### config.mk
export PLATFORM = sky130hd
export DESIGN_NAME = inta_sequencer
export DESIGN_NICKNAME = d
export VERILOG_FILES = /design/src/rtl/pic_pkg.sv /design/src/rtl/sync_2ff.sv /design/src/rtl/inta_sequencer.sv
export SDC_FILE = /design/constraint.sdc
export NUM_CORES = 1
export LEC_CHECK = 0
export BUFFER_PORTS_ARGS = -buffer_cell sky130_fd_sc_hd__buf_2
export CORE_MARGIN = 2
export CORE_UTILIZATION = 49
export CTS_CLUSTER_SIZE = 30
export DETAILED_ROUTE_END_ITERATION = 6
export PLACE_DENSITY = 0.77
export RECOVER_POWER = 25
export SLEW_MARGIN = 30
export SYNTH_ARGS = -nofsm -noshare
export SYNTH_HDL_FRONTEND = slang
export SYNTH_HIERARCHICAL = 1
export SYNTH_SLANG_ARGS = --single-unit
### constraint.sdc
create_clock -name clk -period 1.7 [get_ports clk]
set_clock_uncertainty 0.05 [all_clocks]
set_input_delay 0.255 -clock clk [delete_from_list [all_inputs] [get_ports clk]]
set_output_delay 0.255 -clock clk [all_outputs]
set_load 0.02 [all_outputs]
### src/rtl/pic_pkg.sv
// Shared PIC definitions: acknowledge-sequencer states, OCW2 command bytes
// and the timer width.
package pic_pkg;

    typedef enum logic [2:0] {
        IDLE,
        ACK1,
        GAP,
        ACK2,
        VEC,
        SERVICE,
        EOI,
        HOLD
    } state_e;

    localparam int TIMER_W = 4;

    localparam logic [7:0] OCW2_NS_EOI   = 8'h20;
    localparam logic [7:0] OCW2_SPEC_EOI = 8'h60;
    localparam logic [7:0] OCW2_ROT_AEOI = 8'h80;

endpackage

### src/rtl/sync_2ff.sv
// One-bit two-flop synchronizer for asynchronous PIC pins; both stages
// clear to 0 on reset.
module sync_2ff (
    input  logic clk,
    input  logic rst_n,
    input  logic d_i,
    output logic q_o
);

    logic meta_q, meta_d;
    logic sync_q, sync_d;

    always_comb begin
        meta_d = d_i;
        sync_d = meta_q;
    end

    // NOTE: flops take non-blocking assignments so every stage samples the
    // value from before the edge; blocking here would collapse the chain.
    always_ff @(posedge clk) begin
        if (!rst_n) begin
            meta_q <= 1'b0;
            sync_q <= 1'b0;
        end else begin
            meta_q <= meta_d;
            sync_q <= sync_d;
        end
    end

    assign q_o = sync_q;

endmodule

### src/rtl/inta_sequencer.sv
// CPU-side INTA sequencer: runs the two-pulse acknowledge, hands the vector
// to the core over valid/ready, and issues the non-specific EOI write.
module inta_sequencer
    import pic_pkg::*;
#(
    parameter int unsigned PULSE_W  = 2,
    parameter int unsigned GAP_W    = 2,
    parameter bit          AUTO_EOI = 1'b0,
    parameter logic [7:0]  EOI_CMD  = OCW2_NS_EOI
) (
    input  logic       clk,
    input  logic       rst_n,
    input  logic       int_i,
    input  logic       if_en,
    input  logic [7:0] d_i,
    output logic       inta_n,
    output logic [7:0] vec_o,
    output logic       vec_valid,
    input  logic       vec_ready,
    input  logic       eoi_req,
    output logic       wr_n,
    output logic       a0,
    output logic [7:0] d_o,
    output logic       d_oe,
    output logic       busy
);

    localparam logic [TIMER_W-1:0] PULSE_LD  = TIMER_W'(PULSE_W);
    localparam logic [TIMER_W-1:0] GAP_LD    = TIMER_W'(GAP_W);
    localparam logic [TIMER_W-1:0] TIMER_ONE = TIMER_W'(1);

    logic int_s;

    sync_2ff u_int_sync (
        .clk   (clk),
        .rst_n (rst_n),
        .d_i   (int_i),
        .q_o   (int_s)
    );

    state_e             state_q, state_d;
    logic [TIMER_W-1:0] timer_q, timer_d;
    logic               inta_n_q, inta_n_d;
    logic               wr_n_q, wr_n_d;
    logic               a0_q, a0_d;
    logic [7:0]         d_o_q, d_o_d;
    logic               d_oe_q, d_oe_d;
    logic [7:0]         vec_q, vec_d;
    logic               vec_valid_q, vec_valid_d;

    // Outputs are computed for the state being entered, so every strobe
    // changes on the same edge as the state and is glitch-free.
    // NOTE: every signal gets a default before the case so no path leaves it
    // unassigned, which would otherwise infer a latch.
    always_comb begin
        state_d     = state_q;
        timer_d     = timer_q;
        inta_n_d    = 1'b1;
        wr_n_d      = 1'b1;
        a0_d        = 1'b0;
        d_o_d       = d_o_q;
        d_oe_d      = d_oe_q;
        vec_d       = vec_q;
        vec_valid_d = vec_valid_q;

        unique case (state_q)
            IDLE: begin
                if (int_s && if_en) begin
                    state_d  = ACK1;
                    timer_d  = PULSE_LD;
                    inta_n_d = 1'b0;
                end
            end
            ACK1: begin
                if (timer_q == TIMER_ONE) begin
                    state_d = GAP;
                    timer_d = GAP_LD;
                end else begin
                    timer_d  = timer_q - TIMER_ONE;
                    inta_n_d = 1'b0;
                end
            end
            GAP: begin
                inta_n_d = (timer_q == TIMER_ONE) ? 1'b0 : 1'b1;
                if (timer_q == TIMER_ONE) begin
                    state_d = ACK2;
                    timer_d = PULSE_LD;
                end else begin
                    timer_d = timer_q - TIMER_ONE;
                end
            end
            ACK2: begin
                // The vector is sampled only at the edge ending the last pulse cycle.
                if (timer_q == TIMER_ONE) begin
                    state_d     = VEC;
                    timer_d     = '0;
                    vec_d       = d_i;
                    vec_valid_d = 1'b1;
                end else begin
                    timer_d  = timer_q - TIMER_ONE;
                    inta_n_d = 1'b0;
                end
            end
            VEC: begin
                if (vec_ready) begin
                    vec_valid_d = 1'b0;
                    state_d     = AUTO_EOI ? IDLE : SERVICE;
                end
            end
            SERVICE: begin
                if (eoi_req) begin
                    state_d = EOI;
                    timer_d = PULSE_LD;
                    wr_n_d  = 1'b0;
                    d_oe_d  = 1'b1;
                    d_o_d   = EOI_CMD;
                end
            end
            EOI: begin
                if (timer_q == TIMER_ONE) begin
                    state_d = HOLD;
                    timer_d = TIMER_ONE;
                end else begin
                    timer_d = timer_q - TIMER_ONE;
                    wr_n_d  = 1'b0;
                end
            end
            HOLD: begin
                state_d = IDLE;
                timer_d = '0;
                d_oe_d  = 1'b0;
                d_o_d   = '0;
            end
            default: state_d = IDLE;
        endcase
    end

    always_ff @(posedge clk) begin
        if (!rst_n) begin
            state_q     <= IDLE;
            timer_q     <= '0;
            inta_n_q    <= 1'b1;
            wr_n_q      <= 1'b1;
            a0_q        <= 1'b0;
            d_o_q       <= '0;
            d_oe_q      <= 1'b0;
            vec_q       <= '0;
            vec_valid_q <= 1'b0;
        end else begin
            state_q     <= state_d;
            timer_q     <= timer_d;
            inta_n_q    <= inta_n_d;
            wr_n_q      <= wr_n_d;
            a0_q        <= a0_d;
            d_o_q       <= d_o_d;
            d_oe_q      <= d_oe_d;
            vec_q       <= vec_d;
            vec_valid_q <= vec_valid_d;
        end
    end

    assign inta_n    = inta_n_q;
    assign wr_n      = wr_n_q;
    assign a0        = a0_q;
    assign d_o       = d_o_q;
    assign d_oe      = d_oe_q;
    assign vec_o     = vec_q;
    assign vec_valid = vec_valid_q;
    assign busy      = (state_q != IDLE);

endmodule

==> summary.md <==
| Metric | Value |
|---|---|
| Status | finished clean |
| Fin area | 1360 um2 |
| DRC violation total after the first TritonRoute iteration | 20 |
| Total number of vias | 1,091 |
| Mapped Cells | 133 |
| Final Hold Fails | 0 |
| CP Capture Type | output port |
| Initial Utilization | 0.512 |
| I/O pin count | 36 |
| Final Setup Violations | 0 |
| Finished Core Util | 0.620 |
| CTS max path bufs | 2 |
| PortBufs | 27 |
| DIE WIDTH | 51.8 um |
| Syn Area/Cell | 8.43 um2 |
| CP startpoint kind | flop |
| Post-route total power | 0.00171 W |
| Root Buffer | clkbuf_4 |
| Post-route antenna net violation count | 0 |
| Filler cells | 203 |
| Power Dens Cells | 1260 nW/um2 |
| All-layer global routing usage | 0.215 |
| Area Overhead vs Synth | 21.1% |
| Max reg flops | 8 |
| Final Cycle Share | 0.977 |
| Largest net degree at the start of global routing | 16 |
| Multi-input logic area | 619 um2 |
| Clock slew at reported path FFs | 0.12 ns |
| Setup WS pre-CTS | -0.0271 ns |
| Dpl cell area | 1280 um2 |
| HPWL Detailed | 1.80 mm |
| Count of cell types in the netlist | 37 |
| Synthesized flop and latch total | 21 |
| CTS Buf Count | 3 |
| Die Y | 51.8 um |
| Cell Area, Synth | 1120 um2 |
| Unrepaired setup endpoints after global routing | yes |
| Crit Path Class | flop to output port |
| Hold Slack | 0.108 ns |
| FF-to-FF setup slack | 0.09 ns |
| Core Area | 2190 um2 |
| Drt pass-1 iters | 4 |
| Max Clock Freq | 602 MHz |
| WP data required | 1.39 ns |
| CP Max Fanout | 12 |
| H-tree Lvls | 1 |
| Final worst slack | 0.0399 ns |
| DR vias/cell | 5.59 |
| FF/Latch Area | 425 um2 |
| Static Leakage | 0.560 nW |
| Commonest non-fill, non-tap cell in the layout | buf_2 |
| Hold Path Origin | int_i |
| Most frequent cells in the layout | buf_2, dfxtp_1, a21oi_1 |
| Pins Over Slew Limit | 0 |
| Initial antenna violation count | 0 |
| Diodes inserted | 0 |
| Worst min path class | input port to flop |
| Post-synthesis sequential area ratio | 0.375 |
| Worst reg2reg path depth | 5 |
| DR WL/cell | 13.6 um |
| Clock sink count | 21 |
| Clk_lat worst skew | 0.31 ns |
| Max VDD drop | 0.837 mV |
| FF-to-FF End | timer_q[1] |
| Hold_buf cts | 0 |
| Critical Path AT | 1.36 ns |
| Grt ovf | 0 |
| Tmin final | 1.66 ns |
| Vias in the first global route | 956 |
| Hold path cells | 2 |
| Max cap viols | 0 |
| WL final | 2.65 mm |
| Routability congestion estimate | 0.885 |
| R2r startpoint | timer_q[1] |
| Yosys warns | 6 |
| # DRC | 0 |
| Die area | 2690 um2 |
| Cell Rows | 17 |
| TritonCTS clock tree | built |
| NumNets Final | 184 |
| Share of layout cells above drive strength 1 | 0.305 |
| Hold Crit Endpoint | u_int_sync/meta_q |
| Global-route wire length before repair | 4.34 mm |
worst max-delay path, stage by stage (launching register included):
cell and delay [ns]:
dfxtp_1 0.36, buf_6 0.16, or3_1 0.36, buf_2 0.16
layer usage:
layer,GRT usage,share of wire
met1,0.292,0.46
met2,0.340,0.51
met3,0.0345,0.023
met4,0.0833,0.013
met5,0,0
power by group:
group	switching, W	total (W)	internal [W]	leakage [nW]
Combinational	0.000417	0.000791	0.000374	0.374
Clock	0.000160	0.000251	0.0000917	0.0150
Sequential	0.0000936	0.000664	0.000570	0.171
synthesized netlist by cell type, drive strengths merged:
| library cell | number | share of area |
|---|---|---|
| or4b | 1 | 0.0089 |
| o22ai | 2 | 0.011 |
| clkbuf | 5 | 0.017 |
| conb | 1 | 0.0033 |
| nor3b | 1 | 0.0067 |
| nor2b | 5 | 0.028 |
| ha | 2 | 0.022 |
| o211ai | 6 | 0.040 |
| or3b | 1 | 0.0078 |
| o21ai | 12 | 0.054 |
| and4 | 1 | 0.0078 |
| nand2b | 3 | 0.017 |
| and2 | 4 | 0.023 |
| a31oi | 2 | 0.011 |
| o31ai | 1 | 0.0067 |
| nor4b | 1 | 0.013 |
| nand3 | 10 | 0.045 |
| o2111ai | 1 | 0.0078 |
| nand3b | 2 | 0.013 |
| buf | 12 | 0.079 |
| a211oi | 2 | 0.013 |
| nor4 | 1 | 0.0056 |
| inv | 6 | 0.020 |
| a211o | 1 | 0.0078 |
| mux2i | 1 | 0.0089 |
| or3 | 2 | 0.011 |
| o221ai | 3 | 0.029 |
| a21oi | 15 | 0.067 |
| nand2 | 5 | 0.017 |
| dfxtp | 21 | 0.37 |
| a21boi | 1 | 0.0067 |
| o2bb2ai | 1 | 0.0078 |
| a2bb2oi | 1 | 0.0078 |
stage by stage:
stage | setup TNS, ns | instances
after floorplan | 0 | 140
after global placement | 0 | 187
after detailed placement | -0.0548 | 187
after CTS | 0 | 191
after global routing | -0.00801 | 195
final | 0 | 195
cells by family after synthesis:
group / Yosys count / share of synthesized area
fa+ha+maj: 2 / 0.0223
simple gates: 37 / 0.204
flops: 21 / 0.375
buf+inv: 23 / 0.116
compound gates: 48 / 0.270
mux: 1 / 0.00893
other cells: 1 / 0.00335
how the worst max path moves through the flow:
stage                    start         end  slack (ns)  cells past startpoint
finish              state_q[2]        busy        0.04                      3
floorplan           timer_q[1]  timer_q[1]        0.15                      6
global placement    timer_q[1]  timer_q[1]        0.03                      5
detailed placement  timer_q[1]    vec_o[0]       -0.03                      5
CTS                 state_q[0]        busy        0.04                      3
global route        timer_q[1]    vec_o[1]      -0.004                      5
final cells by class:
| type | instances | share of cell area |
|---|---|---|
| clock buffers | 4 | 0.0194 |
| inverters | 6 | 0.0166 |
| multi-input cells | 97 | 0.456 |
| flip-flops and latches | 21 | 0.313 |
| well taps | 28 | 0.0258 |
| repair buffers | 39 | 0.169 |
what timing repair did:
item / CTS / global route
cloned: 0 / 1
endpoints found under the setup margin: 8 / 10
resized for setup: 2 / 6
setup buffers: 0 / 3
(Power assumes the default switching activity.)
